**src/rtl/dmem_bridge_pkg.sv**
```systemverilog
// rtl/dmem_bridge_pkg.sv - shared types and encodings for the data-memory bridge
package dmem_bridge_pkg;

  typedef enum logic [1:0] {
    ST_IDLE = 2'd0,
    ST_ADDR = 2'd1,
    ST_DATA = 2'd2,
    ST_HOLD = 2'd3
  } state_e;

  // data_size encodings on the SRAM-like channel
  localparam logic [1:0] SIZE_B = 2'd0;
  localparam logic [1:0] SIZE_H = 2'd1;
  localparam logic [1:0] SIZE_W = 2'd2;

  // ld_size encodings from the MEM stage
  localparam logic [1:0] LD_W = 2'b00;
  localparam logic [1:0] LD_H = 2'b01;
  localparam logic [1:0] LD_B = 2'b10;

  // Access size: stores derive it from the strobe pattern, loads from ld_size
  function automatic logic [1:0] req_size(input logic wr, input logic [3:0] wen,
                                          input logic [1:0] ld_size);
    logic [1:0] sz;
    if (wr) begin
      case (wen)
        4'b1111:         sz = SIZE_W;
        4'b0011, 4'b1100: sz = SIZE_H;
        default:         sz = SIZE_B;
      endcase
    end else begin
      case (ld_size)
        LD_H:    sz = SIZE_H;
        LD_B:    sz = SIZE_B;
        default: sz = SIZE_W;
      endcase
    end
    return sz;
  endfunction

endpackage

```
**src/rtl/dmem_bridge_if.sv**
```systemverilog
// rtl/dmem_bridge_if.sv - SRAM-like data request/response channel
interface dmem_bridge_if;
  logic        data_req;
  logic        data_wr;
  logic [1:0]  data_size;
  logic [31:0] data_addr;
  logic [31:0] data_wdata;
  logic [3:0]  data_wstrb;
  logic        data_addr_ok;
  logic        data_data_ok;
  logic [31:0] data_rdata;

  modport master (
    output data_req, data_wr, data_size, data_addr, data_wdata, data_wstrb,
    input  data_addr_ok, data_data_ok, data_rdata
  );

  modport slave (
    input  data_req, data_wr, data_size, data_addr, data_wdata, data_wstrb,
    output data_addr_ok, data_data_ok, data_rdata
  );
endinterface

```
**src/rtl/dmem_bridge_load_ext.sv**
```systemverilog
// rtl/dmem_bridge_load_ext.sv - lane select and sign/zero extension of load data
module load_ext
  import dmem_bridge_pkg::*;
(
  input  logic [31:0] rdata_i,
  input  logic [1:0]  addr_i,
  input  logic [1:0]  size_i,
  input  logic        unsigned_i,
  output logic [31:0] result_o
);

  logic [7:0]  byte_sel;
  logic [15:0] half_sel;

  // Pick the addressed lane, then extend it to 32 bits
  always_comb begin
    case (addr_i)
      2'd0:    byte_sel = rdata_i[7:0];
      2'd1:    byte_sel = rdata_i[15:8];
      2'd2:    byte_sel = rdata_i[23:16];
      default: byte_sel = rdata_i[31:24];
    endcase
    half_sel = addr_i[1] ? rdata_i[31:16] : rdata_i[15:0];
    case (size_i)
      LD_B:    result_o = {{24{~unsigned_i & byte_sel[7]}}, byte_sel};
      LD_H:    result_o = {{16{~unsigned_i & half_sel[15]}}, half_sel};
      default: result_o = rdata_i;
    endcase
  end

endmodule

```
**src/rtl/dmem_bridge.sv**
```systemverilog
// rtl/dmem_bridge.sv - MEM-stage to SRAM-like data bus bridge with stall control
module dmem_bridge
  import dmem_bridge_pkg::*;
(
  input  logic          clk,
  input  logic          rst,
  input  logic          mem_valid,
  input  logic [31:0]   mem_addr,
  input  logic [31:0]   mem_wdata,
  input  logic [3:0]    mem_wen,
  input  logic          mem_load,
  input  logic [1:0]    mem_ld_size,
  input  logic          mem_ld_unsigned,
  input  logic          mem_except,
  input  logic          flush,
  dmem_bridge_if.master bus,
  output logic          mem_stall,
  output logic [31:0]   wb_rdata,
  output logic          wb_rdata_valid
);

  state_e      state_q, state_d;
  logic        cancel_q, cancel_d;
  logic [31:0] addr_q, wdata_q, wb_rdata_q, ext_data;
  logic [3:0]  wen_q;
  logic [1:0]  ld_size_q;
  logic        ld_uns_q, wr_q;
  logic        start, latch_req, capture;

  // A store wins over a load when both are flagged
  assign start = mem_valid & ~mem_except & ~flush & (mem_load | (mem_wen != 4'b0000));

  load_ext u_load_ext (
    .rdata_i    (bus.data_rdata),
    .addr_i     (addr_q[1:0]),
    .size_i     (ld_size_q),
    .unsigned_i (ld_uns_q),
    .result_o   (ext_data)
  );

  // State, cancel flag, latched request and load result registers
  always_ff @(posedge clk) begin
    if (rst) begin
      state_q    <= ST_IDLE;
      cancel_q   <= 1'b0;
      addr_q     <= '0;
      wdata_q    <= '0;
      wen_q      <= '0;
      ld_size_q  <= '0;
      ld_uns_q   <= 1'b0;
      wr_q       <= 1'b0;
      wb_rdata_q <= '0;
    end else begin
      state_q  <= state_d;
      cancel_q <= cancel_d;
      if (latch_req) begin
        addr_q    <= mem_addr;
        wdata_q   <= mem_wdata;
        wen_q     <= mem_wen;
        ld_size_q <= mem_ld_size;
        ld_uns_q  <= mem_ld_unsigned;
        wr_q      <= (mem_wen != 4'b0000);
      end
      if (capture) wb_rdata_q <= ext_data;
    end
  end

  // Next state; a flushed transaction still runs to completion but skips HOLD
  always_comb begin
    state_d   = state_q;
    cancel_d  = cancel_q;
    latch_req = 1'b0;
    capture   = 1'b0;
    case (state_q)
      ST_IDLE: begin
        if (start) begin
          latch_req = 1'b1;
          state_d   = ST_ADDR;
        end
      end
      ST_ADDR: begin
        if (flush) cancel_d = 1'b1;
        if (bus.data_addr_ok) state_d = ST_DATA;
      end
      ST_DATA: begin
        if (bus.data_data_ok) begin
          cancel_d = 1'b0;
          if (cancel_q | flush) begin
            state_d = ST_IDLE;
          end else begin
            state_d = ST_HOLD;
            capture = ~wr_q;
          end
        end else if (flush) begin
          cancel_d = 1'b1;
        end
      end
      default: state_d = ST_IDLE;
    endcase
  end

  // Bus and pipeline-facing outputs
  always_comb begin
    bus.data_req   = (state_q == ST_ADDR);
    bus.data_wr    = wr_q;
    bus.data_size  = req_size(wr_q, wen_q, ld_size_q);
    bus.data_addr  = wr_q ? {addr_q[31:2], 2'b00} : addr_q;
    bus.data_wdata = wdata_q;
    bus.data_wstrb = wr_q ? wen_q : 4'b0000;
    mem_stall      = ((state_q == ST_IDLE) & start) | (state_q == ST_ADDR) | (state_q == ST_DATA);
    wb_rdata_valid = (state_q == ST_HOLD) & ~wr_q;
    wb_rdata       = wb_rdata_q;
  end

endmodule

```
**src/flat_wrapper.sv**
```systemverilog
// flat-port wrapper written by rule: the top's interface ports become plain ports
module dmem_bridge_flat import dmem_bridge_pkg::*;
  (clk, rst, mem_valid, mem_addr, mem_wdata, mem_wen, mem_load, mem_ld_size, mem_ld_unsigned, mem_except, flush, mem_stall, wb_rdata, wb_rdata_valid, bus_data_req, bus_data_wr, bus_data_size, bus_data_addr, bus_data_wdata, bus_data_wstrb, bus_data_addr_ok, bus_data_data_ok, bus_data_rdata);
  dmem_bridge_if bus_i ();
  input  logic clk;
  input  logic rst;
  input  logic mem_valid;
  input  logic [31:0] mem_addr;
  input  logic [31:0] mem_wdata;
  input  logic [3:0] mem_wen;
  input  logic mem_load;
  input  logic [1:0] mem_ld_size;
  input  logic mem_ld_unsigned;
  input  logic mem_except;
  input  logic flush;
  output logic mem_stall;
  output logic [31:0] wb_rdata;
  output logic wb_rdata_valid;
  output wire logic [$bits(bus_i.data_req)-1:0] bus_data_req;
  output wire logic [$bits(bus_i.data_wr)-1:0] bus_data_wr;
  output wire logic [$bits(bus_i.data_size)-1:0] bus_data_size;
  output wire logic [$bits(bus_i.data_addr)-1:0] bus_data_addr;
  output wire logic [$bits(bus_i.data_wdata)-1:0] bus_data_wdata;
  output wire logic [$bits(bus_i.data_wstrb)-1:0] bus_data_wstrb;
  input wire logic [$bits(bus_i.data_addr_ok)-1:0] bus_data_addr_ok;
  input wire logic [$bits(bus_i.data_data_ok)-1:0] bus_data_data_ok;
  input wire logic [$bits(bus_i.data_rdata)-1:0] bus_data_rdata;
  assign bus_data_req = bus_i.data_req;
  assign bus_data_wr = bus_i.data_wr;
  assign bus_data_size = bus_i.data_size;
  assign bus_data_addr = bus_i.data_addr;
  assign bus_data_wdata = bus_i.data_wdata;
  assign bus_data_wstrb = bus_i.data_wstrb;
  assign bus_i.data_addr_ok = bus_data_addr_ok;
  assign bus_i.data_data_ok = bus_data_data_ok;
  assign bus_i.data_rdata = bus_data_rdata;
  dmem_bridge u_core (.clk(clk), .rst(rst), .mem_valid(mem_valid), .mem_addr(mem_addr), .mem_wdata(mem_wdata), .mem_wen(mem_wen), .mem_load(mem_load), .mem_ld_size(mem_ld_size), .mem_ld_unsigned(mem_ld_unsigned), .mem_except(mem_except), .flush(flush), .bus(bus_i), .mem_stall(mem_stall), .wb_rdata(wb_rdata), .wb_rdata_valid(wb_rdata_valid));
endmodule
```
**config.mk**
```make
export PLATFORM = sky130hd
export DESIGN_NAME = dmem_bridge_flat
export DESIGN_NICKNAME = d
export VERILOG_FILES = /design/src/rtl/dmem_bridge_pkg.sv /design/src/rtl/dmem_bridge_if.sv /design/src/rtl/dmem_bridge_load_ext.sv /design/src/rtl/dmem_bridge.sv /design/src/flat_wrapper.sv
export SDC_FILE = /design/constraint.sdc
export NUM_CORES = 1
export LEC_CHECK = 0
export BUFFER_PORTS_ARGS = -buffer_cell sky130_fd_sc_hd__buf_4
export CORE_MARGIN = 1
export CORE_UTILIZATION = 45
export CTS_CLUSTER_DIAMETER = 200
export DETAILED_ROUTE_END_ITERATION = 8
export PLACE_DENSITY = 0.87
export SKIP_LAST_GASP = 1
export SLEW_MARGIN = 20
export SYNTH_ARGS = -nofsm -noshare
export SYNTH_HDL_FRONTEND = slang
export SYNTH_SLANG_ARGS = --single-unit
```
**constraint.sdc**
```tcl
create_clock -name clk -period 5.9 [get_ports clk]
set_input_delay 0 -clock clk [delete_from_list [all_inputs] [get_ports clk]]
set_output_delay 0 -clock clk [all_outputs]
set_load 0.1 [all_outputs]
```
==> impl_metrics.ini <==
[sta]
max_freq_ghz = 0.366
setup_tns_ns = 0
fin_crit_ns = 2.73
drv_slew = 0
finClkSkew_ns = 0.00807
slew_headroom_pct = 32.8
hold_viol_final = 0
setup_viol = 0
rsz0062_at_grt = false
worst_pin_slew_ns = 1.01
min_period_over_period_pct = 46.3

[placement]
dpl_cell_area_um2 = 6230
port_buffers = 216
dp_hpwl_mm = 9.28
gp_congestion = 0.861

[worst_setup_path]
cp_data_arrival_time_ns = 2.73
path_cells = inv_1, ha_1, inv_1, mux2i_1, buf_4
critPathKind = register to output port
cp_max_fo = 27
endpoint = bus_data_size[1]
path_buf_inv = 3
max_stage_delay_ns = 0.88
required_ns = 5.90
cp_num_cells = 5
cpLargestDelayFamily = adder cells
r2r_end = u_core.wb_rdata[30]
cp-start-kind = register
ff2ff_setup_slack_ns = 3.23
crit_slowest_cell = ha_1
cp_common_cell = inv_1
r2r_cells = 5
crit_path_end_kind = output port
worst_r2r_startpoint = u_core.ld_size_q[0]
crit_path_start = u_core.ld_size_q[0]

[power_and_ir_drop]
worst_ir_drop_vdd_v = 0.000192
power_leakage_nw = 3.17
power_density_nw_per_um2 = 275

[yosys]
synth_compound_area_share_pct = 19.5
synth_cell_types = 38
synth_ff_type = dfxtp_1
synthSimpleGateAreaFrac_pct = 21.2
yosysMostFrequentCell = nand2_1
synthTopCellsByCount = nand2_1, dfxtp_1, a21oi_1, buf_4, o21ai_0
syn_inst = 599
synth_edf_count = 0
netlist_area_um2 = 4860
ys_seq_area_share_pct = 44.0
synth_top_area_share_pct = 44.0
synth_top_family_by_area = simple AND/OR/NAND/NOR gates
synth.area.top_cells = dfxtp_1, nand2_1, a21oi_1, buf_4, a21oi_2
yosysWarnings = 0
avgSynthCellArea_um2 = 8.12
yosys.area.top_type = dfxtp_1
yosys.area_share.adder_pct = 1.80
async_flop_share_pct = 0
ys_seq_elements = 107
synth_xor_area_share_pct = 0
synth_fp_nets = 717
synth_mux_area_share_pct = 2.91

[status]
status = finished, final reports clean

[grt]
grt_pass1_vias = 5317
antenna_found_initial = 0
globalRouteOverflowTotal = 0
grtUsageTotal_pct = 28.5
grt_start_max_net_pins = 86
grt_pass1_wl_mm = 25.5

[flow_run]
max-cap-violations = 0

[cells_and_area]
drive_above_1_share_pct = 31.3
design_area_um2 = 7390
syn_to_final_growth_pct = 51.9
diodes = 0
nNetsFinal = 972

[clocking]
post-cts-setup-buffers = 0
h-tree-depth = 3
cts_root_buffer = clkbuf_8
numCtsBuffers = 9
clk_pin_slew_ns = 0.10
tritoncts = built
clk_latency_ns = 0.36
clock_tree.buffer_depth = 2
cts.sinks = 107

[routing]
vias = 5194
avgRoutedWirePerCell_um = 16.1
detail_route.first_pass.iterations = 5
drc = 0
drtIter0Drc = 454
wirelength_mm = 16.1
ant_nets = 0
via_per_inst = 5.22

[die]
die_y_um = 106
rows = 37
pin_count = 217
die_w_um = 106
start_util_pct = 46.7
core_um2 = 10400
dieArea_um2 = 11200

[min_path]
worstHoldPathType = primary input to register
==> worst min path at each step <==
stage / startpoint / to / slack [ns] / cells past startpoint
2_1_floorplan: bus_data_data_ok / u_core.cancel_q / 0.12 / 1
3_3_place_gp: bus_data_data_ok / u_core.cancel_q / 0.25 / 2
3_5_place_dp: bus_data_data_ok / u_core.cancel_q / 0.25 / 2
4_1_cts: bus_data_rdata[10] / u_core.wb_rdata[10] / 0.0006 / 3
5_1_grt: bus_data_rdata[10] / u_core.wb_rdata[10] / 0.01 / 3
6_report: bus_data_rdata[10] / u_core.wb_rdata[10] / 0.01 / 3
==> layout make-up <==
type,instances,area (um2)
clock buffer,10,138
clock inverter,6,72.6
timing repair buffer,314,2590
fill,749,3030
tap,136,170
sequential,107,2140
inverter,17,63.8
multi-input combinational,405,2210
==> sequential cells by signal (all words and copies together) (netlist names) <==
| register | cells |
|---|---|
| u_core.wen_q | 4 |
| u_core.bus.data_wdata | 32 |
| u_core.addr_q | 32 |
| u_core.ld_size_q | 2 |
| u_core.wb_rdata | 32 |
| u_core.cancel_q | 1 |
| u_core.ld_uns_q | 1 |
| u_core.bus.data_wr | 1 |
| u_core.state_q | 2 |
==> logic make-up (layout without fill, tap and decap cells) <==
group,after synthesis,count (layout)
multiplexers,12,12
buffers and inverters,87,347
AO/OA/AOI/OAI,149,149
adder cells (fa/ha/maj),7,7
AND/OR/NAND/NOR,237,237
flip-flops,107,107
==> per-layer routing <==
layer / vias up / wire length (um) / global-route usage [%]
met4: 0 / 884 / 17.5
met5: - / 0 / 0
met2: 262 / 8170 / 51.0
li1: 2477 / - / -
met1: 2378 / 6010 / 30.6
met3: 77 / 985 / 6.07
==> power breakdown <==
group,internal (mW),switching (mW),leakage (nW)
registers,0.767,0.0378,0.866
clock network,0.214,0.257,0.109
logic,0.219,0.534,2.20
==> tightest hold or removal path, stage by stage <==
cell and delay [ns]:
buf_4 0.10, nand2b_1 0.09, a32o_1 0.16
==> metrics by stage <==
| stage | hold WS [ns] | util, % | setup slack (ns) | cells | power [mW] |
|---|---|---|---|---|---|
| 6_report | 0.0132 | 71.0 | 3.17 | 995 | 2.03 |
| 5_1_grt | 0.0112 | 71.0 | 3.01 | 995 | 2.10 |
| 4_1_cts | 0.000620 | 71.0 | 3.19 | 995 | 2.03 |
| 3_5_place_dp | 0.250 | 59.8 | 3.37 | 884 | 1.51 |
| 3_3_place_gp | 0.246 | 59.8 | 3.42 | 884 | 1.50 |
| 2_1_floorplan | 0.119 | - | 2.77 | 599 | 1.36 |
==> repair_timing <==
item	CTS	global route
resized for setup	0	0
hold buffers	95	0
endpoints found under the hold margin	95	0
==> layout by cell type (no fill, tap or decap), types with 2 or more instances in the layout <==
| cell type | instances |
|---|---|
| buf_4 | 219 |
| nand2_1 | 173 |
| dfxtp_1 | 107 |
| dlygate4sd3_1 | 95 |
| a21oi_1 | 82 |
| o21ai_0 | 24 |
| a21oi_2 | 18 |
| nor2_1 | 18 |
| inv_1 | 17 |
| clkbuf_8 | 10 |
| nand2b_1 | 9 |
| nor3_1 | 8 |
| a32o_1 | 8 |
| mux2_2 | 7 |
| ha_1 | 7 |
| and2_1 | 6 |
| a221oi_1 | 6 |
| nor4_1 | 6 |
| nor2b_1 | 4 |
| mux2i_1 | 4 |
| nand3_1 | 3 |
| o22ai_1 | 3 |
| nor3b_1 | 2 |
| or4_1 | 2 |
| a31oi_4 | 2 |
| clkinv_4 | 2 |
(Power assumes the default switching activity.)
